File: config.mk
export PLATFORM = sky130hd
export DESIGN_NAME = if_prefetch
export DESIGN_NICKNAME = d
export VERILOG_FILES = /design/src/rtl/if_prefetch.sv
export SDC_FILE = /design/constraint.sdc
export NUM_CORES = 1
export LEC_CHECK = 0
export ABC_AREA = 1
export CAP_MARGIN = 20
export CORE_ASPECT_RATIO = 0.8
export CORE_MARGIN = 8
export CORE_UTILIZATION = 60
export DETAILED_ROUTE_END_ITERATION = 10
export PLACE_DENSITY = 0.95
export SKIP_LAST_GASP = 1
export SLEW_MARGIN = 20
export SYNTH_ARGS = -nofsm -noshare
export SYNTH_HDL_FRONTEND = slang
export SYNTH_SLANG_ARGS = --single-unit
File: constraint.sdc
create_clock -name clk -period 17.3 [get_ports clk]
set_input_delay 5.19 -clock clk [delete_from_list [all_inputs] [get_ports clk]]
set_output_delay 5.19 -clock clk [all_outputs]
set_load 0.02 [all_outputs]
File: src/rtl/if_prefetch.sv
// if_prefetch: owns the fetch PC, drives a req/gnt/rvalid instruction port and buffers responses in a DEPTH-entry queue.
// Optional macro IF_JAL_PREDICT_EN: follow JAL targets at fetch time and tag those entries as predicted.
module if_prefetch #(
  parameter int unsigned      WIDTH    = 32,
  parameter int unsigned      DEPTH    = 4,
  parameter logic [WIDTH-1:0] RESET_PC = '0
) (
  input  logic             clk,
  input  logic             rst,
  input  logic             stall_if,
  input  logic             bubble_if,
  input  logic             pc_src,
  input  logic [WIDTH-1:0] pc_new,
  output logic             instr_req,
  output logic [WIDTH-1:0] instr_addr,
  input  logic             instr_gnt,
  input  logic             instr_rvalid,
  input  logic [WIDTH-1:0] instr_rdata,
  output logic             valid_if,
  output logic [WIDTH-1:0] instr_if,
  output logic [WIDTH-1:0] pc_if,
  output logic [WIDTH-1:0] pc_plus4_if,
  output logic             pred_taken_if
);

  localparam int unsigned PTR_W = $clog2(DEPTH);
  localparam logic [PTR_W:0] DEPTH_C = (PTR_W+1)'(DEPTH);

  typedef enum logic [1:0] {
    IDLE    = 2'd0,
    REQ     = 2'd1,
    RESP    = 2'd2,
    DISCARD = 2'd3
  } state_t;

  state_t           state_reg;
  logic [WIDTH-1:0] fetch_pc_reg;
  logic [WIDTH-1:0] resp_pc_reg;
  logic [PTR_W-1:0] head_reg;
  logic [PTR_W-1:0] tail_reg;
  logic [PTR_W:0]   count_reg;
  logic [PTR_W:0]   count_next;

  logic [WIDTH-1:0] pc_mem    [DEPTH];
  logic [WIDTH-1:0] instr_mem [DEPTH];

  logic             empty;
  logic             push;
  logic             pop;
  logic             room_next;
  logic             pred_hit;
  logic [WIDTH-1:0] redirect_pc;
  logic [WIDTH-1:0] next_seq_pc;
  logic             unused_pc_new_lsbs;

  assign empty       = (count_reg == '0);
  assign valid_if    = !empty && !bubble_if && !pc_src;
  assign pop         = valid_if && !stall_if;
  // A response landing on the redirect cycle belongs to the wrong path.
  assign push        = (state_reg == RESP) && instr_rvalid && !pc_src;
  assign redirect_pc = {pc_new[WIDTH-1:2], 2'b00};
  assign unused_pc_new_lsbs = ^pc_new[1:0];

  always_comb begin
    count_next = count_reg;
    if (pc_src) begin
      count_next = '0;
    end else if (push && !pop) begin
      count_next = count_reg + 1'b1;
    end else if (!push && pop) begin
      count_next = count_reg - 1'b1;
    end
  end

  // A new request only issues when a slot is guaranteed for its response.
  assign room_next = (count_next < DEPTH_C);

`ifdef IF_JAL_PREDICT_EN
  logic             pred_mem [DEPTH];
  logic [20:0]      j_imm;
  logic [WIDTH-1:0] jal_target;

  assign j_imm      = {instr_rdata[31], instr_rdata[19:12], instr_rdata[20],
                       instr_rdata[30:21], 1'b0};
  assign jal_target = resp_pc_reg + {{(WIDTH-21){j_imm[20]}}, j_imm};
  assign pred_hit   = push && (instr_rdata[6:0] == 7'b1101111);
  assign next_seq_pc = pred_hit ? jal_target : fetch_pc_reg;

  always_ff @(posedge clk) begin
    if (push) begin
      pred_mem[tail_reg] <= pred_hit;
    end
  end

  assign pred_taken_if = empty ? 1'b0 : pred_mem[head_reg];
`else
  assign pred_hit      = 1'b0;
  assign next_seq_pc   = fetch_pc_reg;
  assign pred_taken_if = 1'b0;
`endif

  always_ff @(posedge clk) begin
    if (push) begin
      pc_mem[tail_reg]    <= resp_pc_reg;
      instr_mem[tail_reg] <= instr_rdata;
    end
  end

  assign instr_if    = empty ? '0 : instr_mem[head_reg];
  assign pc_if       = empty ? '0 : pc_mem[head_reg];
  assign pc_plus4_if = empty ? '0 : pc_mem[head_reg] + WIDTH'(4);

  assign instr_req  = (state_reg == REQ);
  assign instr_addr = fetch_pc_reg;

  always_ff @(posedge clk) begin
    if (!rst) begin
      state_reg    <= IDLE;
      fetch_pc_reg <= RESET_PC;
      resp_pc_reg  <= '0;
      head_reg     <= '0;
      tail_reg     <= '0;
      count_reg    <= '0;
    end else begin
      count_reg <= count_next;

      if (pc_src) begin
        head_reg <= '0;
        tail_reg <= '0;
      end else begin
        if (push) tail_reg <= tail_reg + 1'b1;
        if (pop)  head_reg <= head_reg + 1'b1;
      end

      case (state_reg)
        IDLE: begin
          if (room_next) state_reg <= REQ;
        end
        REQ: begin
          if (instr_gnt) begin
            resp_pc_reg  <= fetch_pc_reg;
            fetch_pc_reg <= fetch_pc_reg + WIDTH'(4);
            state_reg    <= pc_src ? DISCARD : RESP;
          end
        end
        RESP: begin
          if (pc_src) begin
            // If the data arrives with the redirect the transaction is already closed.
            state_reg <= instr_rvalid ? REQ : DISCARD;
          end else if (instr_rvalid) begin
            fetch_pc_reg <= next_seq_pc;
            state_reg    <= room_next ? REQ : IDLE;
          end
        end
        DISCARD: begin
          if (instr_rvalid) state_reg <= REQ;
        end
        default: state_reg <= IDLE;
      endcase

      if (pc_src) begin
        fetch_pc_reg <= redirect_pc;
      end
    end
  end

endmodule

==> flow_summary_export.csv, run 1 <==
group,metric,value,unit
run_status,status,"complete, no violations",
flow_run,maxCapViolCount,0,
route,drc,0,
placement,globalplace.congestion,0.9283,
layout,nets,1947,
clock_tree,htreeDepth,1,
sta,tightest_slew,1.051,ns
clock_tree,hold_buffers,0,
critical_path,rrSetupSlack,13.31,ns
floorplan,dieArea,30320,um^2
floorplan,core_area,24440,um^2
sta,finalHoldViolCount,0,
clock_tree,tritoncts,"yes",
route,top_layer_used,"met4",
layout,final_cell_mix,"485 x nand2_1, 288 x nor2_1, 248 x edfxtp_1",
synth,ys.flop_type,"edfxtp_1",
sta,period_needed,11.98,ns
synth,yosysSeqAreaShare,0.5919,
route,firstDrtPassIters,8,
placement,placed_area,17000,um^2
layout,largest_register,"instr_mem",
worst_hold_path,hold_path.class,"reg2reg",
sta,slew_viol_final,0,
clock_tree,insertion_delay,0.55,ns
global_routing,grt_max_degree,127,
synth,synth_edf_count,248,
clock_tree,clkTransAtPathRegs,0.06,ns
global_routing,grt_pass1_wl,63.68,mm
sta,finalCritPeriodShare,0.6928,
layout,syn_to_final_growth,20.27,%
global_routing,globalRouteOverflowTotal,0,
clock_tree,numClockSinks,319,
sta,rsz0062_at_grt,"no",
floorplan,initial_core_util,0.6131,
critical_path,cp-end-kind,"output port",
sta,whs,0.5032,ns
placement,dp_hpwl,26.49,mm
floorplan,fp.dieW,192.7,um
route,num_vias,12660,
placement,portBuffers,192,
critical_path,reg2regPathDepth,18,
layout,ff_latch_area,8874,um^2
layout,final_common_cell,"nand2_1",
route,wl_met2,18.79,mm
sta,skew,0.01033,ns
layout,top_regs,"instr_mem x128, pc_mem x120",
sta,slew_headroom,0.2970,
synth,async_reset_ff_frac,0,
route,drtIter0Drc,1515,
synth,synthDistinctLibCells,41,
floorplan,rows,51,
route,dr_wl_met3,5.340,mm
clock_tree,postCtsSetupRepairBufs,0,
critical_path,worst-setup-path-type,"in2out",
worst_hold_path,hold-path-cell-count,1,
power_and_ir_drop,ir_worst_vdd,0.06965,mV
route,via_per_inst,5.757,
route,ant_nets,0,
power_and_ir_drop,powerDensity,98.46,nW/um^2
critical_path,crit_required,12.11,ns
critical_path,cp_data_arrival_time,6.79,ns
sta,timing.fmax,83.44,MHz
layout,fill_cells,1631,
synth,synth_warnings,0,
synth,synth_cells,1702,
floorplan,ioPinCount,202,
layout,drive_above_1_share,0.03987,
layout,multi_input_area,5271,um^2
synth,synth_area,14980,um^2
power_and_ir_drop,power_leakage,0.006860,uW
route,wl_per_cell,18.74,um
clock_tree,clockRootBuffer,"clkbuf_16",
layout,antenna_cells,0,
clock_tree,post_cts_resize_count,0,
route,wl_met1,15.96,mm
critical_path,cp_max_fo,33,
route,wl,41.20,mm
global_routing,antenna_found_initial,0,
synth,synth_seq_cells,319,
clock_tree,clk_path_buf_depth,3,
sta,setup_viol,0,
global_routing,grt_pass1_vias,12271,
clock_tree,numCtsBuffers,31,
layout,largest_reg_flops,128,
global_routing,grt_util_all_layers,0.2639,
synth,postSynthAreaPerCell,8.804,um^2
sta,fin_tns_setup,0,ns
layout,stdcell_area,18020,um^2
critical_path,start_kind,"input pin",
floorplan,die_y,157.3,um
## power by group
group	switching, uW	internal, uW
Combinational	111	64.5
Clock	273	403
Sequential	44.2	878
## final timing paths
path                startpoint            to
setup reg to reg  count_reg[0]  state_reg[0]
hold / removal     head_reg[1]     flip-flop
setup / recovery        pc_src      valid_if
hold reg to reg    head_reg[1]     flip-flop
## final cells by class
cell class,instances,area share
sequential,319,0.4924
clock buffer,42,0.04943
tap,318,0.02208
timing repair buffer,203,0.1112
clock inverter,11,0.007498
inverter,118,0.02486
multi-input combinational,1188,0.2925
## metrics by stage
| step | cells | total power, uW | util | setup WS [ns] |
|---|---|---|---|---|
| after floorplan | 1708 | 1023 | - | 6.224 |
| after global placement | 2146 | 1093 | 0.6954 | 5.380 |
| after detailed placement | 2146 | 1105 | 0.6954 | 5.321 |
| after CTS | 2199 | 1772 | 0.7374 | 5.318 |
| after global routing | 2199 | 1823 | 0.7374 | 5.266 |
| final | 2199 | 1774 | 0.7374 | 5.315 |
## kinds of logic (layout without fill, tap and decap cells)
logic type / Yosys count / in the layout / share of synthesized area
compound gates: 249 / 249 / 0.08651
xor+xnor: 16 / 16 / 0.009352
fa+ha+maj: 15 / 15 / 0.01253
buf+inv: 201 / 374 / 0.05987
flops: 319 / 319 / 0.5918
other cells: 1 / 7 / 0.0002503
simple gates: 901 / 901 / 0.2396
## cells in the mapped netlist (all sizes together), types with 2 or more instances
master  count  area share
nor3       11      0.0040
nand3      86       0.029
clkbuf     37      0.0093
o21bai      2      0.0010
nand4      14      0.0058
a21oi      93       0.031
nand2     486        0.12
buf        46       0.021
xor2       16      0.0094
ha         15       0.013
o21ai     128       0.043
dfxtp      71       0.095
a211oi      2      0.0010
edfxtp    248        0.50
clkinv      2     0.00050
inv       116       0.029
a31oi      18      0.0075
nor2      299       0.077
## metal layers
metal / up-vias / track usage
met5: - / 0
met4: 0 / 0.07734
met3: 101 / 0.04909
met2: 809 / 0.4299
met1: 5815 / 0.3559
li1: 5935 / -
## critical path: stages
cell and delay (ns):
clkdlybuf4s50_1 0.40, buf_4 0.23, nor3_1 0.30, clkdlybuf4s50_1 0.68
Power figures use the tool's default switching activity.
==> run 2: changes to the inputs <==
- CORE_UTILIZATION: 60 -> 50
- PLACE_DENSITY: 0.95 -> 0.86
- clock period: 17.3 -> 10.3 ns (I/O delays scaled with it)
==> run 2 against run 1 <==
Against the previous run:
- sequential cell count unchanged
- design area increased by 0.56%
- final cell count increased by 2.8%
- first-iteration DRC count decreased by 24%
- critical endpoint is now pc_plus4_if[14]
- highest routed layer is now met5
- combinational power increased by 66%
- routed wire length decreased by 3.3%
- non-clock buffer count increased by 1
- global-route usage decreased by 4.8 points
- setup slack got worse by 2.9 ns
- clock power increased by 72%
- sequential power increased by 68%
- via count decreased by 2.9%
==> flow_summary_export.csv, run 2 (same netlist as run 1, synthesis figures left out) <==
group,metric,value,unit
run_status,status,"complete, no violations",
sta,finalHoldViolCount,0,
sta,fin_tns_setup,0,ns
floorplan,ioPinCount,202,
clock_tree,clk_path_buf_depth,3,
critical_path,rrSetupSlack,6.90,ns
power_and_ir_drop,powerDensity,165.8,nW/um^2
sta,rsz0062_at_grt,"no",
critical_path,worst-setup-path-type,"reg2out",
placement,placedCellCount,2206,
clock_tree,post_cts_resize_count,0,
critical_path,start_kind,"flip-flop",
clock_tree,tritoncts,"yes",
worst_hold_path,hold_path.class,"reg2reg",
worst_hold_path,hold-path-cell-count,1,
critical_path,r2r_start,"count_reg[0]",
layout,largest_reg_flops,128,
global_routing,grt_util_all_layers,0.2155,
layout,final_cell_mix,"485 x nand2_1, 288 x nor2_1, 248 x edfxtp_1",
layout,antenna_cells,0,
route,wl_per_cell,17.63,um
global_routing,grt_pass1_wl,62.33,mm
global_routing,antenna_found_initial,2,
sta,timing.fmax,126.4,MHz
floorplan,core_area,29430,um^2
critical_path,path_buf_inv,5,
route,num_vias,12297,
layout,drive_above_1_share,0.04142,
route,drc,0,
floorplan,die_y,170.8,um
critical_path,cp_max_fo,126,
clock_tree,clockRootBuffer,"clkbuf_16",
critical_path,slowest_delay,0.85,ns
route,drtIter0Drc,1151,
sta,slew_viol_final,0,
sta,skew,0.009005,ns
critical_path,cpLargestDelayFamily,"buffers and inverters",
floorplan,rows,56,
route,via_per_inst,5.441,
critical_path,worstReg2RegEnd,"state_reg[0]",
sta,setup_viol,0,
layout,syn_to_final_growth,20.94,%
sta,period_needed,7.914,ns
critical_path,cp_data_arrival_time,4.82,ns
layout,fill_cells,2353,
critical_path,cp_slowest_cell,"dfxtp_4",
route,wl,39.84,mm
worst_hold_path,hp-start,"head_reg[1]",
layout,final_cells,2260,
layout,largest_register,"instr_mem",
route,firstDrtPassIters,6,
clock_tree,postCtsSetupRepairBufs,0,
critical_path,crit_top_cell,"nand2_1",
placement,dp_hpwl,27.05,mm
critical_path,crit_chain,"buf_4, inv_6, nand2_1, nand2_1, nand2_1, nand2_1, ha_1, inv_1, nor2_1, nand2_1, nor2_4, o21ai_0, inv_1, clkdlybuf4s50_1",
sta,slew_headroom,0.3470,
clock_tree,insertion_delay,0.54,ns
placement,globalplace.congestion,0.9520,
floorplan,dieArea,35800,um^2
layout,final_common_cell,"nand2_1",
global_routing,grt_pass1_vias,11649,
power_and_ir_drop,power_leakage,0.006880,uW
flow_run,maxCapViolCount,0,
critical_path,reg2regPathDepth,17,
critical_path,crit_required,7.21,ns
critical_path,cp-end-kind,"output port",
clock_tree,numClockSinks,319,
power_and_ir_drop,finalPower,3005,uW
global_routing,grt_max_degree,127,
sta,tightest_slew,0.9772,ns
power_and_ir_drop,ir_worst_vdd,0.1459,mV
layout,nets,1947,
global_routing,globalRouteOverflowTotal,0,
route,ant_nets,0,
sta,finalCritPeriodShare,0.7683,
clock_tree,htreeDepth,1,
clock_tree,hold_buffers,0,
layout,top_regs,"instr_mem x128, pc_mem x120",
floorplan,fp.dieW,209.6,um
placement,portBuffers,192,
clock_tree,numCtsBuffers,30,
floorplan,initial_core_util,0.5092,
clock_tree,clkTransAtPathRegs,0.06,ns
run 2: area by class of cell:
type	instances	area [um^2]	area share
Clock buffer	36	804.5	0.04439
Clock inverter	18	246.5	0.01360
Inverter	118	447.9	0.02472
Multi-Input combinational cell	1188	5271	0.2909
Sequential cell	319	8874	0.4896
Tap cell	377	471.7	0.02603
Timing Repair Buffer	204	2007	0.1107
run 2: per-stage QoR:
stage	hold WS, ns	utilization	setup WS, ns	cell area [um^2]
2_1_floorplan	0.4549	-	3.411	15010
3_3_place_gp	0.4720	0.5803	2.013	17080
3_5_place_dp	0.4859	0.5803	1.955	17080
4_1_cts	0.5005	0.6160	1.954	18130
5_1_grt	0.5191	0.6158	2.143	18120
6_report	0.4920	0.6158	2.386	18120
run 2: metal layers:
metal	vias up	GRT usage	share of wire
met2	606	0.3388	0.44
met3	59	0.04754	0.11
met1	5677	0.3054	0.43
li1	5953	-	-
met5	-	0	0.00025
met4	2	0.04374	0.017
run 2: how the worst max path moves through the flow:
stage / from / endpoint / slack, ns / depth (start not counted)
after floorplan: pc_src / instr_mem[0][0] / 3.41 / 6
after global placement: pc_src / valid_if / 2.01 / 3
after detailed placement: pc_src / valid_if / 1.96 / 3
after CTS: pc_src / valid_if / 1.95 / 3
after global routing: flip-flop / pc_plus4_if[14] / 2.14 / 15
final: flip-flop / pc_plus4_if[14] / 2.39 / 14
run 2: report_power, final:
group          internal (uW)  switching [uW]  leakage, uW  total, uW
registers               1470            72.7      0.00286       1550
clock network            705             460     0.000507       1160
logic                    109             184      0.00351        293
run 2: worst reg2reg max path, delay by kind of cell (launching register included):
kind	cells	cell delay, ns
AND/OR/NAND/NOR	9	1.46
buffers and inverters	4	0.70
adder cells (fa/ha/maj)	2	0.42
flip-flops	1	0.40
AO/OA/AOI/OAI	2	0.31
